$ cat src/rtl/voice_mixer_if.sv
// Mixer request/voice bus and mixed-sample result bus between the note players and the codec side.
interface voice_mixer_if #(
    parameter int NUM_VOICES   = 3,
    parameter int SAMPLE_WIDTH = 16
);
    logic                               mix_start;
    logic [NUM_VOICES*SAMPLE_WIDTH-1:0] voice_samples;
    logic [2*NUM_VOICES-1:0]            voice_pan;
    logic [NUM_VOICES-1:0]              voice_active;
    logic                               stereo_on;
    logic [2:0]                         atten_shift;

    logic [SAMPLE_WIDTH-1:0]            sample_left;
    logic [SAMPLE_WIDTH-1:0]            sample_right;
    logic [SAMPLE_WIDTH-1:0]            sample_mono;
    logic                               sample_valid;
    logic                               busy;
    logic                               clip;
    logic                               overrun;

    modport master (
        output mix_start, voice_samples, voice_pan, voice_active, stereo_on, atten_shift,
        input  sample_left, sample_right, sample_mono, sample_valid, busy, clip, overrun
    );

    modport slave (
        input  mix_start, voice_samples, voice_pan, voice_active, stereo_on, atten_shift,
        output sample_left, sample_right, sample_mono, sample_valid, busy, clip, overrun
    );
endinterface

$ cat src/rtl/voice_mixer.sv
// Time-multiplexed L/R/mono voice mixer with per-voice pan, attenuation and saturation.
// Latency: result and sample_valid NUM_VOICES+1 cycles after the mix_start edge.
// Backpressure: none; mix_start while busy is dropped and latched in sticky overrun.
module voice_mixer #(
    parameter int NUM_VOICES   = 3,
    parameter int SAMPLE_WIDTH = 16
) (
    input  logic          clk,
    input  logic          reset,
    voice_mixer_if.slave  mix
);
    localparam int ACC_W = SAMPLE_WIDTH + $clog2(NUM_VOICES) + 1;
    localparam int IDX_W = (NUM_VOICES > 1) ? $clog2(NUM_VOICES) : 1;
    localparam logic [IDX_W-1:0] LAST_IDX = IDX_W'(NUM_VOICES - 1);
    localparam logic signed [ACC_W-1:0] SAT_MAX = ACC_W'((64'd1 << (SAMPLE_WIDTH - 1)) - 64'd1);
    localparam logic signed [ACC_W-1:0] SAT_MIN = ~SAT_MAX;

    typedef enum logic [1:0] {IDLE, ACCUM, DONE} state_t;

    state_t                             state;
    logic [IDX_W-1:0]                   idx;
    logic [NUM_VOICES*SAMPLE_WIDTH-1:0] cap_samples;
    logic [2*NUM_VOICES-1:0]            cap_pan;
    logic [NUM_VOICES-1:0]              cap_active;
    logic                               cap_stereo;
    logic [2:0]                         cap_atten;
    logic signed [ACC_W-1:0]            acc_l;
    logic signed [ACC_W-1:0]            acc_r;
    logic signed [ACC_W-1:0]            acc_m;

    logic signed [ACC_W-1:0]            cur_ext;
    logic [1:0]                         cur_pan;
    logic                               add_m;
    logic                               add_l;
    logic                               add_r;
    logic [SAMPLE_WIDTH:0]              sat_l;
    logic [SAMPLE_WIDTH:0]              sat_r;
    logic [SAMPLE_WIDTH:0]              sat_m;

    // Returns {clipped, value}: floor shift first, then clamp to the output range.
    function automatic logic [SAMPLE_WIDTH:0] saturate(input logic signed [ACC_W-1:0] sum,
                                                       input logic [2:0] sh);
        logic signed [ACC_W-1:0] shifted;
        shifted = sum >>> sh;
        if (shifted > SAT_MAX) begin
            return {1'b1, SAT_MAX[SAMPLE_WIDTH-1:0]};
        end else if (shifted < SAT_MIN) begin
            return {1'b1, SAT_MIN[SAMPLE_WIDTH-1:0]};
        end else begin
            return {1'b0, shifted[SAMPLE_WIDTH-1:0]};
        end
    endfunction

    // The capture registers shift down one voice per ACCUM cycle, so slot 0 is always current.
    always_comb begin
        cur_ext = {{(ACC_W-SAMPLE_WIDTH){cap_samples[SAMPLE_WIDTH-1]}},
                   cap_samples[SAMPLE_WIDTH-1:0]};
        cur_pan = cap_pan[1:0];
        add_m   = cap_active[0] && (cur_pan != 2'b11);
        add_l   = add_m && (!cap_stereo || (cur_pan != 2'b10));
        add_r   = add_m && (!cap_stereo || (cur_pan != 2'b01));
        sat_l   = saturate(acc_l, cap_atten);
        sat_r   = saturate(acc_r, cap_atten);
        sat_m   = saturate(acc_m, cap_atten);
    end

    always_ff @(posedge clk) begin
        if (reset) begin
            state            <= IDLE;
            idx              <= '0;
            cap_samples      <= '0;
            cap_pan          <= '0;
            cap_active       <= '0;
            cap_stereo       <= 1'b0;
            cap_atten        <= '0;
            acc_l            <= '0;
            acc_r            <= '0;
            acc_m            <= '0;
            mix.sample_left  <= '0;
            mix.sample_right <= '0;
            mix.sample_mono  <= '0;
            mix.sample_valid <= 1'b0;
            mix.busy         <= 1'b0;
            mix.clip         <= 1'b0;
            mix.overrun      <= 1'b0;
        end else begin
            mix.sample_valid <= 1'b0;
            if (mix.mix_start && (state != IDLE)) begin
                mix.overrun <= 1'b1;
            end
            case (state)
                IDLE: begin
                    if (mix.mix_start) begin
                        cap_samples <= mix.voice_samples;
                        cap_pan     <= mix.voice_pan;
                        cap_active  <= mix.voice_active;
                        cap_stereo  <= mix.stereo_on;
                        cap_atten   <= mix.atten_shift;
                        acc_l       <= '0;
                        acc_r       <= '0;
                        acc_m       <= '0;
                        idx         <= '0;
                        mix.busy    <= 1'b1;
                        state       <= ACCUM;
                    end
                end
                ACCUM: begin
                    if (add_l) acc_l <= acc_l + cur_ext;
                    if (add_r) acc_r <= acc_r + cur_ext;
                    if (add_m) acc_m <= acc_m + cur_ext;
                    cap_samples <= cap_samples >> SAMPLE_WIDTH;
                    cap_pan     <= cap_pan >> 2;
                    cap_active  <= cap_active >> 1;
                    idx         <= idx + 1'b1;
                    if (idx == LAST_IDX) begin
                        state <= DONE;
                    end
                end
                DONE: begin
                    mix.sample_left  <= sat_l[SAMPLE_WIDTH-1:0];
                    mix.sample_right <= sat_r[SAMPLE_WIDTH-1:0];
                    mix.sample_mono  <= sat_m[SAMPLE_WIDTH-1:0];
                    mix.clip         <= sat_l[SAMPLE_WIDTH] | sat_r[SAMPLE_WIDTH] | sat_m[SAMPLE_WIDTH];
                    mix.sample_valid <= 1'b1;
                    mix.busy         <= 1'b0;
                    state            <= IDLE;
                end
                default: begin
                    state    <= IDLE;
                    mix.busy <= 1'b0;
                end
            endcase
        end
    end
endmodule

$ cat src/flat_wrapper.sv
// flat-port wrapper written by rule: the top's interface ports become plain ports
module voice_mixer_flat 
#(
    parameter int NUM_VOICES   = 3,
    parameter int SAMPLE_WIDTH = 16
)
  (clk, reset, mix_mix_start, mix_voice_samples, mix_voice_pan, mix_voice_active, mix_stereo_on, mix_atten_shift, mix_sample_left, mix_sample_right, mix_sample_mono, mix_sample_valid, mix_busy, mix_clip, mix_overrun);
  voice_mixer_if #(.NUM_VOICES(NUM_VOICES), .SAMPLE_WIDTH(SAMPLE_WIDTH)) mix_i ();
  input  logic clk;
  input  logic reset;
  input wire logic [$bits(mix_i.mix_start)-1:0] mix_mix_start;
  input wire logic [$bits(mix_i.voice_samples)-1:0] mix_voice_samples;
  input wire logic [$bits(mix_i.voice_pan)-1:0] mix_voice_pan;
  input wire logic [$bits(mix_i.voice_active)-1:0] mix_voice_active;
  input wire logic [$bits(mix_i.stereo_on)-1:0] mix_stereo_on;
  input wire logic [$bits(mix_i.atten_shift)-1:0] mix_atten_shift;
  output wire logic [$bits(mix_i.sample_left)-1:0] mix_sample_left;
  output wire logic [$bits(mix_i.sample_right)-1:0] mix_sample_right;
  output wire logic [$bits(mix_i.sample_mono)-1:0] mix_sample_mono;
  output wire logic [$bits(mix_i.sample_valid)-1:0] mix_sample_valid;
  output wire logic [$bits(mix_i.busy)-1:0] mix_busy;
  output wire logic [$bits(mix_i.clip)-1:0] mix_clip;
  output wire logic [$bits(mix_i.overrun)-1:0] mix_overrun;
  assign mix_i.mix_start = mix_mix_start;
  assign mix_i.voice_samples = mix_voice_samples;
  assign mix_i.voice_pan = mix_voice_pan;
  assign mix_i.voice_active = mix_voice_active;
  assign mix_i.stereo_on = mix_stereo_on;
  assign mix_i.atten_shift = mix_atten_shift;
  assign mix_sample_left = mix_i.sample_left;
  assign mix_sample_right = mix_i.sample_right;
  assign mix_sample_mono = mix_i.sample_mono;
  assign mix_sample_valid = mix_i.sample_valid;
  assign mix_busy = mix_i.busy;
  assign mix_clip = mix_i.clip;
  assign mix_overrun = mix_i.overrun;
  voice_mixer #(.NUM_VOICES(NUM_VOICES), .SAMPLE_WIDTH(SAMPLE_WIDTH)) u_core (.clk(clk), .reset(reset), .mix(mix_i));
endmodule
$ cat config.mk
export PLATFORM = sky130hd
export DESIGN_NAME = voice_mixer_flat
export DESIGN_NICKNAME = d
export VERILOG_FILES = /design/src/rtl/voice_mixer_if.sv /design/src/rtl/voice_mixer.sv /design/src/flat_wrapper.sv
export SDC_FILE = /design/constraint.sdc
export NUM_CORES = 1
export LEC_CHECK = 0
export CAP_MARGIN = 0
export CORE_MARGIN = 3
export CORE_UTILIZATION = 55
export CTS_CLUSTER_SIZE = 20
export DETAILED_ROUTE_END_ITERATION = 12
export GPL_ROUTABILITY_DRIVEN = 0
export PLACE_DENSITY = 0.89
export SETUP_SLACK_MARGIN = 0.5
export SLEW_MARGIN = 20
export SYNTH_ARGS = -nofsm -noshare
export SYNTH_HDL_FRONTEND = slang
export SYNTH_SLANG_ARGS = --single-unit
$ cat constraint.sdc
create_clock -name clk -period 3.25 [get_ports clk]
set_input_delay 0.4875 -clock clk [delete_from_list [all_inputs] [get_ports clk]]
set_output_delay 0.4875 -clock clk [all_outputs]
set_load 0.05 [all_outputs]
# Word level (Yosys, flattened, before mapping)

Index checks and enable logic that the tools add are counted.
W data, S select, Z words.

Magnitude comparators: 6
Shifts and indexed selects: 3
Muxes and demuxes: 27
Equal/unequal tests: 11
$add $sub $neg: 4
Reduce and logical (&&, ||, !) cells: 17
Bitwise operators: 3

Operator list:

| kind                   | number |
|---|---|
| $pmux W19 S2           | 3 |
| $mux W17               | 6 |
| $pmux W48 S2           | 1 |
| $mux W19               | 4 |
| $add A19 B16 Y19       | 3 |
| $gt A19 B16 Y1 const B | 3 |
| $lt A19 B16 Y1 const B | 3 |
| $sshr A19 B3 Y19       | 3 |
| $mux W48               | 1 |
| $pmux W6 S2            | 1 |
| $ne A2 B1 Y1 const B   | 5 |
| $reduce_and A3 Y1      | 3 |
| $pmux W2 S2            | 2 |
| $reduce_and A2 Y1      | 4 |
| $mux W2                | 3 |
| $mux W6                | 1 |
| $ne A2 B2 Y1 const B   | 3 |
| $pmux W3 S2            | 1 |
| $eq A2 B2 Y1 const B   | 2 |
| $logic_and A1 B1 Y1    | 4 |
| $reduce_bool A2 Y1     | 2 |
| $mux W3                | 1 |
| $add A2 B1 Y2 const B  | 1 |
| $eq A2 B1 Y1 const B   | 1 |
| 7 further kinds        | 10 |

Input port bits: 64
Output and inout port bits: 52
Bits in registers: 174
Word-level logic and storage cells: 88

# Longest topological paths before layout

Depth after elaboration: 6
Gate-level depth with buffers: 11
Gate-level depth less buffers: 11

# Least setup slack after synthesis

No wires, ideal clock.

Path type: flip-flop to flip-flop
From: register u_core.cap_samples[1]
To: register u_core.acc_l[17]
Path slack: 0.956 ns
Data required time: 3.149 ns
Stages on the path, launching flop included: 10
Arrival: 2.193 ns
Buffers on the path: 0
Library setup time: 0.101 ns
Clock period less this slack: 2.294 ns
Cells stage by stage: dfxtp_1 -> ha_1 -> a211o_1 -> a2111oi_2 -> o31ai_1 -> a31oi_1 -> o21ai_1 -> a31oi_1 -> xor2_1 -> o41ai_1

Word-level cells in the longest chain between the ends: 3

RTL lines:

| item                   | line               | RTL |
|---|---|---|
| start, declared        | voice_mixer.sv:22  | `logic [NUM_VOICES*SAMPLE_WIDTH-1:0] cap_samples;` |
| start signal, assigned | voice_mixer.sv:94  | `cap_samples <= mix.voice_samples;` |
| start signal, assigned | voice_mixer.sv:111 | `cap_samples <= cap_samples >> SAMPLE_WIDTH;` |
| $add A19 B16 Y19       | voice_mixer.sv:108 | `if (add_l) acc_l <= acc_l + cur_ext;` |
| $mux W19               | voice_mixer.sv:108 |  |
| $pmux W19 S2           | voice_mixer.sv:91  | `case (state)` |
| end signal, assigned   | voice_mixer.sv:108 |  |
| end, declared          | voice_mixer.sv:27  | `logic signed [ACC_W-1:0] acc_l;` |

No other way between the ends. The select of a mux whose other input is x is not followed.
A chain may end at the register's enable or synchronous reset.

# Worst setup path in the final report

From: register u_core.cap_samples[0]
To: register u_core.acc_r[18]

Word-level cells in the longest chain between the ends: 3

RTL lines:

| item                 | line               | RTL |
|---|---|---|
| $add A19 B16 Y19     | voice_mixer.sv:109 | `if (add_r) acc_r <= acc_r + cur_ext;` |
| $mux W19             | voice_mixer.sv:109 |  |
| $pmux W19 S2         | voice_mixer.sv:91  |  |
| end signal, assigned | voice_mixer.sv:109 |  |
| end, declared        | voice_mixer.sv:28  | `logic signed [ACC_W-1:0] acc_r;` |

No other way between the ends. The select of a mux whose other input is x is not followed.

==> results.sh <==
export IMPL_final_setup_violation_count=0
export IMPL_number_of_cells_on_the_worst_hold_path=2
export IMPL_final_period_minus_worst_setup_slack_ns=2.66
export IMPL_grt_start_max_net_pins=70
export IMPL_critical_path_n_buffers_inverters=1
export IMPL_grt_util_all_layers=0.267
export IMPL_critPathLaunchType="flip-flop"
export IMPL_cellPowerDensity_mw_per_mm2=406
export IMPL_num_nets_final=1536
export IMPL_cp_cell_sequence="ha_1 -> inv_1 -> fa_1 -> nor2b_2 -> o31a_1 -> o2111ai_2 -> a21boi_2 -> o21a_1 -> or3_1 -> nand3_1 -> a31oi_1"
export IMPL_timing_critical_path_required_ns=3.62
export IMPL_worst_path_largest_cell_delay_ns=0.41
export IMPL_worst_setup_path_type="flip-flop to flip-flop"
export IMPL_n_antenna_cell=0
export IMPL_post_route_clock_skew_ns=0.0129
export IMPL_grt_pass1_wl_um=47100
export IMPL_die_ar_mm2=0.0210
export IMPL_net_switching_power_w=0.00153
export IMPL_clock_sink_count=174
export IMPL_muxShareOfSynthArea=0.0771
export IMPL_die_w_um=145
export IMPL_async_set_or_reset_register_ratio_after_synthesis=0
export IMPL_synthesis_nets=1466
export IMPL_ff2ff_path_depth=11
export IMPL_final_setup_worst_slack_ns=0.593
export IMPL_chip_height_um=145
export IMPL_via_count=10400
export IMPL_p_sw_frac=0.299
export IMPL_dpl_hpwl_um=20500
export IMPL_worstReg2RegStart="u_core.cap_samples[0]"
export IMPL_fmax_ghz=0.376
export IMPL_hold_ws_ns=0.457
export IMPL_power_leakage_nw=5.06
export IMPL_post_synth_fa_ha_maj_area_fraction=0.0704
export IMPL_synth_xor_area_frac=0.0264
export IMPL_route_detailed_vias_per_inst=6.16
export IMPL_synth_enable_flop_cells=0
export IMPL_h_tree_levels=4
export IMPL_clkTransAtPathRegs_ns=0.07
export IMPL_reg2reg_setup_slack_ns=0.59
export IMPL_synth_ff_latch_count=174
export IMPL_clkLatencyLatePin_ns=0.44
export IMPL_final_common_cell="nand2_1"
export IMPL_count_of_tritonroute_iterations_in_the_first_routing_pass=7
export IMPL_hold_path_class="input port to flip-flop"
export IMPL_unrepaired_setup_endpoints_after_global_routing="true"
export IMPL_initial_utilization=0.565
export IMPL_design_core_area_mm2=0.0188
export IMPL_tightest_slew_ns=0.743
export IMPL_ys_warn_count=0
export IMPL_max_slew_margin_vs_limit=0.504
export IMPL_synth_largest_type_area_fraction=0.328
export IMPL_netlist_instances=1344
export IMPL_finalCritPeriodShare=0.817
export IMPL_routed_wl_um=29400
export IMPL_pin_count=116
export IMPL_drtAntennaViolNets=0
export IMPL_internal_power_of_the_cells_w=0.00359
export IMPL_critPathMaxFanout=4
export IMPL_tritoncts="yes"
export IMPL_library_cell_with_the_largest_summed_area_after_synthesis="dfxtp_1"
export IMPL_synthToLayoutAreaGrowth_pct=18.5
export IMPL_first_iter_violations=883
export IMPL_globalRouteOverflowTotal=0
export IMPL_hold_sp="reset"
export IMPL_cap_viol_max_count=0
export IMPL_route_detailed_drc=0
export IMPL_seq_power_share=0.452
export IMPL_finalHoldViolations=0
export IMPL_cts_buffers=17
export IMPL_finish_instance_area_mm2=0.0126
export IMPL_vias_in_the_first_global_route=9559
export IMPL_setup_total_negative_slack_ns=0
export IMPL_fin_util=0.669
export IMPL_share_clk_of_total_power=0.385
export IMPL_synth_top_flop_cell="dfxtp_1"
export IMPL_fillerInstances=1458
export IMPL_power_ir_vdd_worst_v=0.000406
export IMPL_critical_path_arrival_ns=3.03
export IMPL_clock_tree_buffer_depth=2
export IMPL_number_of_antenna_violations_at_the_first_check_in_global_routing=0
export IMPL_place_area_mm2=0.0120
export IMPL_synth_lib_cells_used_distinct=79
export IMPL_path_delay_family="compound AO/OA/AOI/OAI gates"
export IMPL_wl_per_cell_um=17.4
export IMPL_layout_cells_most_common_list="nand2_1, dfxtp_1, nor2_1"
export IMPL_io_buffer_count=115
export IMPL_ratio_of_cells_with_drive_above_1_in_the_final_layout=0.0925
export IMPL_run_status="complete, no violations"
export IMPL_synth_compound_area_share=0.269
export IMPL_synthesis_area_mm2=0.0106
export IMPL_cts_root_buf="clkbuf_16"
export IMPL_max_slew_violation_count=0
export IMPL_fp_row_count=50
export IMPL_crit_reg_reg_endpoint="u_core.acc_r[18]"
export IMPL_ys_top_cells_by_area="dfxtp_1, nand2_1, ha_1"
export IMPL_slowest_stage_cell_cp="fa_1"
export IMPL_endpoint_kind="flip-flop"
export IMPL_yosysSeqAreaShare=0.328
export IMPL_synth_top_family_by_area="compound AO/OA/AOI/OAI gates"
export IMPL_power_share_combinational=0.163
export IMPL_place_ws_ns=0.530
export IMPL_worst_hold_path_endpoint="u_core.acc_r[6]"
export IMPL_synth_simple_area_share=0.187
export IMPL_avgSynthCellArea_um2=7.91
## final cells by class
cell class	instances	area, um^2	share of cell area
inverter	25	93.8	0.00745
clock inverter	14	124	0.00983
tap	260	325	0.0258
timing repair buffer	144	1380	0.109
multi-input combinational	1052	6760	0.536
sequential	174	3490	0.277
clock buffer	18	439	0.0348
## power by group through the flow
stage | Combinational, W | Clock (W) | Sequential [W]
6_report | 0.000836 | 0.00197 | 0.00231
5_1_grt | 0.000915 | 0.00206 | 0.00232
4_1_cts | 0.000820 | 0.00198 | 0.00231
3_5_place_dp | 0.000809 | 0 | 0.00236
3_3_place_gp | 0.000787 | 0 | 0.00235
2_1_floorplan | 0.000574 | 0 | 0.00233
## sequential cells by signal, summed over array words and instances (netlist names)
register and cells:
u_core.mix.sample_valid 1, u_core.acc_m 19, u_core.idx 2, u_core.mix.sample_mono 16
u_core.mix.clip 1, u_core.mix.sample_left 16, u_core.mix.overrun 1, u_core.acc_l 19
u_core.cap_atten 3, u_core.mix.sample_right 16, u_core.cap_active 3, u_core.cap_stereo 1
u_core.mix.busy 1, u_core.acc_r 19, u_core.cap_samples 48, u_core.cap_pan 6
u_core.state 2
## cell families after synthesis
logic type,after synthesis
flops,174
compound gates,440
fa+ha+maj,58
xor+xnor,32
buf+inv,118
mux,70
simple gates,452
## Yosys cell counts (18+ instances only)
cell / instances
a21oi_1: 119
a22o_1: 25
a311oi_1: 32
a31oi_1: 31
clkbuf_1: 72
dfxtp_1: 174
ha_1: 55
inv_1: 24
mux2_2: 23
mux2i_1: 38
nand2_1: 205
nand3_1: 27
nor2_1: 123
nor2b_1: 20
nor3_1: 18
o21ai_0: 97
o21ai_1: 21
xnor2_1: 22
## worst max-delay path by stage
stage | from | to | slack [ns] | cells after the start
6_report | u_core.cap_samples[0] | u_core.acc_r[18] | 0.59 | 11
5_1_grt | u_core.cap_samples[0] | u_core.acc_r[16] | 0.47 | 11
4_1_cts | u_core.cap_samples[0] | u_core.acc_r[18] | 0.53 | 11
3_5_place_dp | mix_mix_start | u_core.acc_r[2] | 0.53 | 6
3_3_place_gp | mix_mix_start | u_core.acc_r[18] | 0.57 | 5
2_1_floorplan | u_core.cap_samples[1] | u_core.acc_l[17] | 0.96 | 9
## layer usage
layer	routed length, um	track usage	up-vias
met4	1100	0.105	0
met2	13100	0.428	530
met5	0	0	-
li1	-	-	5025
met1	12600	0.354	4739
met3	2630	0.0565	91
## metrics by stage
stage,cells,total power [W]
global route,1687,0.00530
floorplan,1344,0.00290
detailed placement,1652,0.00317
global placement,1652,0.00314
CTS,1684,0.00511
finish,1687,0.00512
## what timing repair did
action | CTS | global route
hold buffers | 0 | 0
pin swaps | 0 | 5
resized for setup | 2 | 8
setup endpoints to repair | 6 | 7
setup buffers | 0 | 3
(Power assumes the default switching activity.)
